`config.mk`:
```
export PLATFORM = sky130hd
export DESIGN_NAME = cla_seq_adder_flat
export DESIGN_NICKNAME = d
export VERILOG_FILES = /design/src/rtl/cla_seq_adder_if.sv /design/src/rtl/cla_seq_adder.sv /design/src/flat_wrapper.sv
export SDC_FILE = /design/constraint.sdc
export NUM_CORES = 1
export LEC_CHECK = 0
export CORE_MARGIN = 1.5
export CORE_UTILIZATION = 45
export DETAILED_ROUTE_END_ITERATION = 8
export PLACE_DENSITY_LB_ADDON = 0.25
export SLEW_MARGIN = 0
export SYNTH_ARGS = -nofsm -noshare
export SYNTH_HDL_FRONTEND = slang
export SYNTH_SLANG_ARGS = --single-unit
```
`constraint.sdc`:
```
create_clock -name clk -period 2.37 [get_ports clk]
set_input_delay 0.237 -clock clk [delete_from_list [all_inputs] [get_ports clk]]
set_output_delay 0.237 -clock clk [all_outputs]
set_load 0.03 [all_outputs]
```
`src/rtl/cla_seq_adder_if.sv`:
```
// Operand/result handshake bundle for the nibble-serial CLA adder.
// The master side supplies operands and consumes results; the slave side is the adder.
interface cla_seq_adder_if #(
  parameter int NIBBLES = 4
);
  localparam int W = 4 * NIBBLES;

  logic         in_valid;
  logic         in_ready;
  logic [W-1:0] a;
  logic [W-1:0] b;
  logic         Cin;
  logic         out_valid;
  logic         out_ready;
  logic [W-1:0] sum;
  logic         cout;
  logic         ovf;

  modport master (
    output in_valid, a, b, Cin, out_ready,
    input  in_ready, out_valid, sum, cout, ovf
  );

  modport slave (
    input  in_valid, a, b, Cin, out_ready,
    output in_ready, out_valid, sum, cout, ovf
  );
endinterface

```
`src/rtl/cla_seq_adder.sv`:
```
// Multi-cycle wide adder: one shared 4-bit carry-lookahead slice is applied to
// successive nibbles (LSB first), with a registered carry linking the slices.

// 4-bit carry-lookahead slice. carry[i] is the carry out of bit i.
module cla4 (
  input  logic [3:0] a,
  input  logic [3:0] b,
  input  logic       Cin,
  output logic [3:0] sum,
  output logic [3:0] carry
);
  logic [3:0] w_g;
  logic [3:0] w_p;

  assign w_g = a & b;
  assign w_p = a ^ b;

  assign carry[0] = w_g[0] | (w_p[0] & Cin);
  assign carry[1] = w_g[1] | (w_p[1] & w_g[0]) | (w_p[1] & w_p[0] & Cin);
  assign carry[2] = w_g[2] | (w_p[2] & w_g[1]) | (w_p[2] & w_p[1] & w_g[0])
                  | (w_p[2] & w_p[1] & w_p[0] & Cin);
  assign carry[3] = w_g[3] | (w_p[3] & w_g[2]) | (w_p[3] & w_p[2] & w_g[1])
                  | (w_p[3] & w_p[2] & w_p[1] & w_g[0])
                  | (w_p[3] & w_p[2] & w_p[1] & w_p[0] & Cin);

  assign sum = w_p ^ {carry[2:0], Cin};
endmodule

module cla_seq_adder #(
  parameter int NIBBLES = 4
) (
  input  logic              clk,
  input  logic              rst,
  cla_seq_adder_if.slave    bus
);
  localparam int W    = 4 * NIBBLES;
  localparam int IDXW = (NIBBLES > 1) ? $clog2(NIBBLES) : 1;
  localparam logic [IDXW-1:0] LAST_IDX = IDXW'(NIBBLES - 1);

  typedef enum logic [1:0] {
    S_IDLE = 2'd0,
    S_RUN  = 2'd1,
    S_DONE = 2'd2
  } state_t;

  state_t          r_state;
  logic [W-1:0]    r_opa;
  logic [W-1:0]    r_opb;
  logic            r_cr;
  logic [IDXW-1:0] r_idx;
  logic [W-1:0]    r_sum;
  logic            r_cout;
  logic            r_ovf;
  logic            r_in_ready;
  logic            r_out_valid;

  logic [IDXW+1:0] w_base;
  logic [3:0]      w_slice_a;
  logic [3:0]      w_slice_b;
  logic [3:0]      w_slice_sum;
  logic [3:0]      w_slice_carry;

  // Bit offset of the nibble currently being processed.
  assign w_base    = {r_idx, 2'b00};
  assign w_slice_a = r_opa[w_base +: 4];
  assign w_slice_b = r_opb[w_base +: 4];

  cla4 u_slice (
    .a     (w_slice_a),
    .b     (w_slice_b),
    .Cin   (r_cr),
    .sum   (w_slice_sum),
    .carry (w_slice_carry)
  );

  // Control FSM plus datapath registers; handshake outputs are registered copies of the state.
  always_ff @(posedge clk) begin
    if (rst) begin
      r_state     <= S_IDLE;
      r_opa       <= '0;
      r_opb       <= '0;
      r_cr        <= 1'b0;
      r_idx       <= '0;
      r_sum       <= '0;
      r_cout      <= 1'b0;
      r_ovf       <= 1'b0;
      r_in_ready  <= 1'b1;
      r_out_valid <= 1'b0;
    end else begin
      case (r_state)
        S_IDLE: begin
          if (bus.in_valid) begin
            r_opa      <= bus.a;
            r_opb      <= bus.b;
            r_cr       <= bus.Cin;
            r_idx      <= '0;
            r_in_ready <= 1'b0;
            r_state    <= S_RUN;
          end
        end
        S_RUN: begin
          r_sum[w_base +: 4] <= w_slice_sum;
          r_cr               <= w_slice_carry[3];
          if (r_idx == LAST_IDX) begin
            // Final nibble: carry leaves through cout only; idx parks at 0.
            r_cout      <= w_slice_carry[3];
            r_ovf       <= w_slice_carry[3] ^ w_slice_carry[2];
            r_idx       <= '0;
            r_out_valid <= 1'b1;
            r_state     <= S_DONE;
          end else begin
            r_idx <= r_idx + {{(IDXW-1){1'b0}}, 1'b1};
          end
        end
        S_DONE: begin
          if (bus.out_ready) begin
            r_out_valid <= 1'b0;
            r_in_ready  <= 1'b1;
            r_state     <= S_IDLE;
          end
        end
        default: begin
          r_state     <= S_IDLE;
          r_in_ready  <= 1'b1;
          r_out_valid <= 1'b0;
        end
      endcase
    end
  end

  assign bus.in_ready  = r_in_ready;
  assign bus.out_valid = r_out_valid;
  assign bus.sum       = r_sum;
  assign bus.cout      = r_cout;
  assign bus.ovf       = r_ovf;
endmodule

```
`src/flat_wrapper.sv`:
```
// flat-port wrapper written by rule: the top's interface ports become plain ports
module cla_seq_adder_flat 
#(
  parameter int NIBBLES = 4
)
  (clk, rst, bus_in_valid, bus_a, bus_b, bus_Cin, bus_out_ready, bus_in_ready, bus_out_valid, bus_sum, bus_cout, bus_ovf);
  cla_seq_adder_if #(.NIBBLES(NIBBLES)) bus_i ();
  input  logic clk;
  input  logic rst;
  input wire logic [$bits(bus_i.in_valid)-1:0] bus_in_valid;
  input wire logic [$bits(bus_i.a)-1:0] bus_a;
  input wire logic [$bits(bus_i.b)-1:0] bus_b;
  input wire logic [$bits(bus_i.Cin)-1:0] bus_Cin;
  input wire logic [$bits(bus_i.out_ready)-1:0] bus_out_ready;
  output wire logic [$bits(bus_i.in_ready)-1:0] bus_in_ready;
  output wire logic [$bits(bus_i.out_valid)-1:0] bus_out_valid;
  output wire logic [$bits(bus_i.sum)-1:0] bus_sum;
  output wire logic [$bits(bus_i.cout)-1:0] bus_cout;
  output wire logic [$bits(bus_i.ovf)-1:0] bus_ovf;
  assign bus_i.in_valid = bus_in_valid;
  assign bus_i.a = bus_a;
  assign bus_i.b = bus_b;
  assign bus_i.Cin = bus_Cin;
  assign bus_i.out_ready = bus_out_ready;
  assign bus_in_ready = bus_i.in_ready;
  assign bus_out_valid = bus_i.out_valid;
  assign bus_sum = bus_i.sum;
  assign bus_cout = bus_i.cout;
  assign bus_ovf = bus_i.ovf;
  cla_seq_adder #(.NIBBLES(NIBBLES)) u_core (.clk(clk), .rst(rst), .bus(bus_i));
endmodule
```
==> impl_metrics.ini, run 1 <==
[status]
status = finished, final reports clean

[setup_path]
critical_path_class = register to register
crit_path_cell_trace = mux4_2 -> ha_4 -> a211o_1 -> a21oi_4 -> xor2_2 -> o31ai_1
critPathArrivalTime_ns = 2.46
critPathLaunchType = register
slowest_stage = mux4_2
critPathCaptureType = register
cp_data_required_time_ns = 2.57
slowest_delay_ns = 0.57
crit_fanout = 6

[final_layout]
syn2layout_area_growth_pct = 31.69
fin_util_pct = 62.22
layout_common_cells = nand2_1, dfxtp_1, clkdlybuf4s50_1, a21oi_1, nor2_1
n_antenna_cell = 0
fillers = 506
layout-drive-gt1-share_pct = 14.12
final_common_cell = nand2_1
nets = 398

[power_and_ir_drop]
pwr-share-comb_pct = 16.0
pwr-share-seq_pct = 47.6
p_sw_share_pct = 26.17
ir_worst_vdd_uv = 446.7
p_int_mw = 1.603
clkPwrFrac_pct = 36.4
switchingPower_mw = 0.5682
p_per_area_nw_per_um2 = 626.1
p_total_mw = 2.171
p_leak_nw = 1.334

[routing]
via_per_inst = 5.211
first_pass_iters = 5
drt-total-wl_um = 5685
route.detailed.drc = 0
wl_per_cell_um = 13.35
num_vias = 2220
drtAntennaViolNets = 0
dr.first_iter.drc_count = 100

[timing]
finalSetupViolations = 0
holdWs_ns = 0.3621
finalSetupTns_ns = 0
final-hold-violation-count = 0
period_share_pct = 95.16
tightest_slew_ns = 0.5151
clock.fmax_mhz = 443.4
post-route-min-period_ns = 2.255
rsz0062_at_grt = false
finalMaxSlewViolations = 0
slew_headroom_pct = 65.66
clock_skew_ns = 0.005159

[clocking]
cts_tree = built
root_buffer = clkbuf_8
cts_buffers = 9
htree_levels = 3
max-clock-path-buffers = 2
cts_sinks = 57
clkLatencyLatePin_ns = 0.33
cts_hold_buf = 0
path_clk_slew_ns = 0.06

[grt]
grt_max_degree = 34
grt_pass1_wl_um = 9632
grt_util_all_layers_pct = 19.86
grt_pass1_vias = 2122
antenna_found_initial = 0
overflow = 0

[synth]
ys_types = 45
syn_area_per_cell_um2 = 9.145
synth.ff_latch_count = 57
ys_seq_area_share_pct = 43.33
syn_area_um2 = 2634
ys.warnings.count = 0
syn_nets = 337
synthCells = 288

[placement]
dp_hpwl_um = 4121
gp_congestion = 0.7509
port_buffers = 56

[worst_hold_path]
hold_path_class = primary input to register

[floorplan]
die_x_um = 79.51
num_rows = 27
die_area_um2 = 6321
die_h_um = 79.51
core_area_um2 = 5574
num_io_pins = 57
start_util_pct = 47.25

[flow_run]
drv_cap = 0
final cells by class:
class / count / area (um2) / area share, %
clock buffers: 13 / 158.9 / 4.582
clock inverters: 3 / 15.01 / 0.4329
inverters: 5 / 18.77 / 0.5411
multi-input cells: 208 / 1395 / 40.22
flip-flops and latches: 57 / 1145 / 33.01
well taps: 72 / 90.09 / 2.597
repair buffers: 68 / 645.6 / 18.61
worst max-delay path: cells and delay by family (launching register included):
kind,cells,cell delay [ns]
AO/OA/AOI/OAI,3,0.64
multiplexers,1,0.57
adder cells (fa/ha/maj),1,0.27
flip-flops,1,0.38
XOR/XNOR,1,0.25
path summary, 6_finish.rpt:
path                                startpoint                         endpoint  slack, ns  cells past startpoint
setup / recovery  u_core.r_idx[0]$_SDFFE_PP0P_  u_core.bus.sum[11]$_SDFFE_PP0P_       0.11                      6
hold / removal                             rst   u_core.r_state[0]$_SDFFE_PP0P_       0.36                      2
setup reg to reg  u_core.r_idx[0]$_SDFFE_PP0P_  u_core.bus.sum[11]$_SDFFE_PP0P_       0.11                      6
hold reg to reg   u_core.r_opa[7]$_SDFFE_PP0P_     u_core.r_opa[7]$_SDFFE_PP0P_       0.46                      2
layer usage:
metal  part of all wire (%)  global-route usage, %  vias up
met3                    3.7                  4.000       14
li1                       -                      -     1121
met1                     45                  24.62     1033
met4                    2.1                  10.88        0
met5                      0                      0        -
met2                     50                  32.20       52
cells by family (layout without fill, tap and decap cells):
| kind of cell | count (synthesis) | count (layout) | synth area share (%) |
|---|---|---|---|
| adder cells (fa/ha/maj) | 12 | 12 | 5.986 |
| XOR/XNOR | 2 | 2 | 0.9503 |
| AO/OA/AOI/OAI | 69 | 69 | 16.25 |
| buffers and inverters | 23 | 89 | 4.275 |
| multiplexers | 8 | 8 | 7.126 |
| flip-flops | 57 | 57 | 43.33 |
| AND/OR/NAND/NOR | 117 | 117 | 22.09 |
cells in the mapped netlist (all sizes together):
cell type	n	area share, %
dfxtp	57	43
xor2	2	0.95
or2	1	0.24
mux4	8	7.1
nand2b	5	1.5
nor2	20	2.9
nor3b	2	1.0
nand2	73	10
inv	5	0.71
buf	13	2.8
clkbuf	5	0.71
a21oi	42	8.4
fa	1	0.76
o21a	1	0.33
o22ai	1	0.24
a22oi	8	2.3
o31ai	2	0.76
or3	2	0.47
nor4	1	0.47
and4bb	1	0.47
nand3b	8	2.8
ha	11	5.2
o221ai	1	0.33
nor2b	1	0.24
nand3	1	0.19
a21o	1	0.29
o21ai	4	0.76
nor4b	1	0.90
a211o	2	0.67
a32oi	4	1.3
o21bai	1	0.29
nor3	1	0.62
a211oi	2	0.57
metrics by stage:
stage | std cells | setup WS (ns) | instance area, um2
2_1_floorplan | 288 | 0.03414 | 2641
3_3_place_gp | 407 | 0.1225 | 3257
3_5_place_dp | 407 | 0.07501 | 3257
4_1_cts | 423 | 0.06686 | 3431
5_1_grt | 426 | 0.003537 | 3468
6_report | 426 | 0.1147 | 3468
state kept, by name (all words and copies together), names as in the netlist:
signal and cells:
u_core.bus.sum 16, u_core.bus.out_valid 1, u_core.bus.cout 1, u_core.bus.in_ready 1
u_core.r_idx 2, u_core.r_opb 16, u_core.bus.ovf 1, u_core.r_opa 16
u_core.r_cr 1, u_core.r_state 2
power groups by stage:
| stage | combinational (mW) | sequential (mW) | clock [mW] |
|---|---|---|---|
| floorplan | 0.211 | 1.05 | 0 |
| global placement | 0.329 | 1.06 | 0 |
| detailed placement | 0.337 | 1.06 | 0 |
| CTS | 0.339 | 1.04 | 0.809 |
| global route | 0.384 | 1.04 | 0.848 |
| finish | 0.347 | 1.03 | 0.790 |
what timing repair did:
item | CTS | global route
resized for setup | 0 | 2
buffers inserted | 0 | 3
setup endpoints to repair | 0 | 5
No activity file was read; power rests on OpenSTA's default activity.
==> run 2, diff against run 1 <==
- HOLD_SLACK_MARGIN: unset -> 0.02
- RECOVER_POWER: unset -> 100
==> run 2 against run 1 <==
Effect of this change:
- sequential share of layout area is 0.20 points higher
- via count did not move
- non-clock buffer count unchanged
- clock power is essentially flat
==> impl_metrics.ini, run 2 (synthesis results as in run 1) <==
[setup_path]
crit_fanout = 6
cp_data_required_time_ns = 2.57
startpoint = u_core.r_idx[0]$_SDFFE_PP0P_
critPathArrivalTime_ns = 2.46
crit_family = compound AO/OA/AOI/OAI gates
slowest_delay_ns = 0.57
critical_path_class = register to register
reg2reg_from = u_core.r_idx[0]$_SDFFE_PP0P_
critPathLaunchType = register
critPathCaptureType = register
crit_path_cell_trace = mux4_2 -> ha_4 -> a211o_1 -> a21oi_4 -> xor2_2 -> o31ai_1
crit_buf_inv = 0
slowest_stage = mux4_2

[floorplan]
start_util_pct = 47.25
core_area_um2 = 5574
num_rows = 27
die_area_um2 = 6321
die_h_um = 79.51
num_io_pins = 57
die_x_um = 79.51

[clocking]
htree_levels = 3
max-clock-path-buffers = 2
cts_buffers = 9
clkLatencyLatePin_ns = 0.33
cts_sinks = 57
cts_tree = built
root_buffer = clkbuf_8
path_clk_slew_ns = 0.06

[timing]
slew_headroom_pct = 13.86
finalSetupViolations = 0
rsz0062_at_grt = false
finalSetupTns_ns = 0
post-route-min-period_ns = 2.254
finalMaxSlewViolations = 0
period_share_pct = 95.12
clock_skew_ns = 0.005034
clock.fmax_mhz = 443.6
tightest_slew_ns = 1.292
final-hold-violation-count = 0

[routing]
drt-total-wl_um = 5682
wl_per_cell_um = 13.34
route.detailed.drc = 0
first_pass_iters = 5
num_vias = 2220
via_per_inst = 5.211
dr.first_iter.drc_count = 84
drtAntennaViolNets = 0

[placement]
gp_congestion = 0.7509
dp_hpwl_um = 4121
port_buffers = 56

[final_layout]
layout_common_cells = nand2_1, dfxtp_1, a21oi_1, clkdlybuf4s50_1
final_common_cell = nand2_1
fin_util_pct = 61.84
layout-drive-gt1-share_pct = 13.28
syn2layout_area_growth_pct = 30.88
n_antenna_cell = 0
nets = 398

[worst_hold_path]
min-delay-start = rst
hold_path_class = primary input to register

[grt]
grt_util_all_layers_pct = 19.86
grt_pass1_vias = 2122
grt_pass1_wl_um = 9632
grt_max_degree = 34
antenna_found_initial = 0
overflow = 0

[flow_run]
drv_cap = 0

[power_and_ir_drop]
p_total_mw = 2.163
ir_worst_vdd_uv = 444.4
p_leak_nw = 1.389
p_per_area_nw_per_um2 = 627.6

[status]
status = finished, final reports clean
==> run 2: area by class of cell <==
| cell class | instances | area [um2] |
|---|---|---|
| timing repair buffer | 68 | 635.6 |
| clock buffer | 13 | 158.9 |
| clock inverter | 3 | 15.01 |
| inverter | 5 | 18.77 |
| sequential | 57 | 1145 |
| fill | 512 | 2127 |
| tap | 72 | 90.09 |
| multi-input combinational | 208 | 1384 |
==> run 2: report_power, final <==
| group | total, mW | internal (mW) | switching (mW) |
|---|---|---|---|
| clock network | 0.790 | 0.431 | 0.359 |
| registers | 1.03 | 1.00 | 0.0298 |
| logic | 0.341 | 0.163 | 0.178 |
| total | 2.16 | 1.60 | 0.566 |
==> run 2: repair_timing <==
item | 4_1_cts | 5_1_grt
hold buffers | 0 | 0
buffers inserted | 0 | 3
setup endpoints to repair | 0 | 5
hold endpoints to repair | 0 | 0
resized for setup | 0 | 2
==> run 2: final timing paths <==
kind                            depth (start not counted)  slack, ns                         endpoint
worst max-delay path                                    6       0.12  u_core.bus.sum[11]$_SDFFE_PP0P_
worst min-delay path                                    2       0.36   u_core.r_state[0]$_SDFFE_PP0P_
worst max register to register                          6       0.12  u_core.bus.sum[11]$_SDFFE_PP0P_
worst min register to register                          2       0.45     u_core.r_opb[7]$_SDFFE_PP0P_
==> run 2: per-layer routing <==
metal	GRT usage [%]	up-vias	wire, um
li1	-	1125	-
met1	24.62	1030	2527
met2	32.20	52	2827
met3	4.000	13	205
met4	10.88	0	121
met5	0	-	0
==> run 2: metrics by stage <==
stage               instance area, um2  std cells  worst slack [ns]  hold WS [ns]
floorplan                         2641        288           0.03414        0.3730
CTS                               3431        423           0.06686        0.3553
global placement                  3257        407            0.1225        0.4398
finish                            3447        426            0.1157        0.3621
global route                      3447        426          0.003537        0.3833
detailed placement                3257        407           0.07501        0.4460
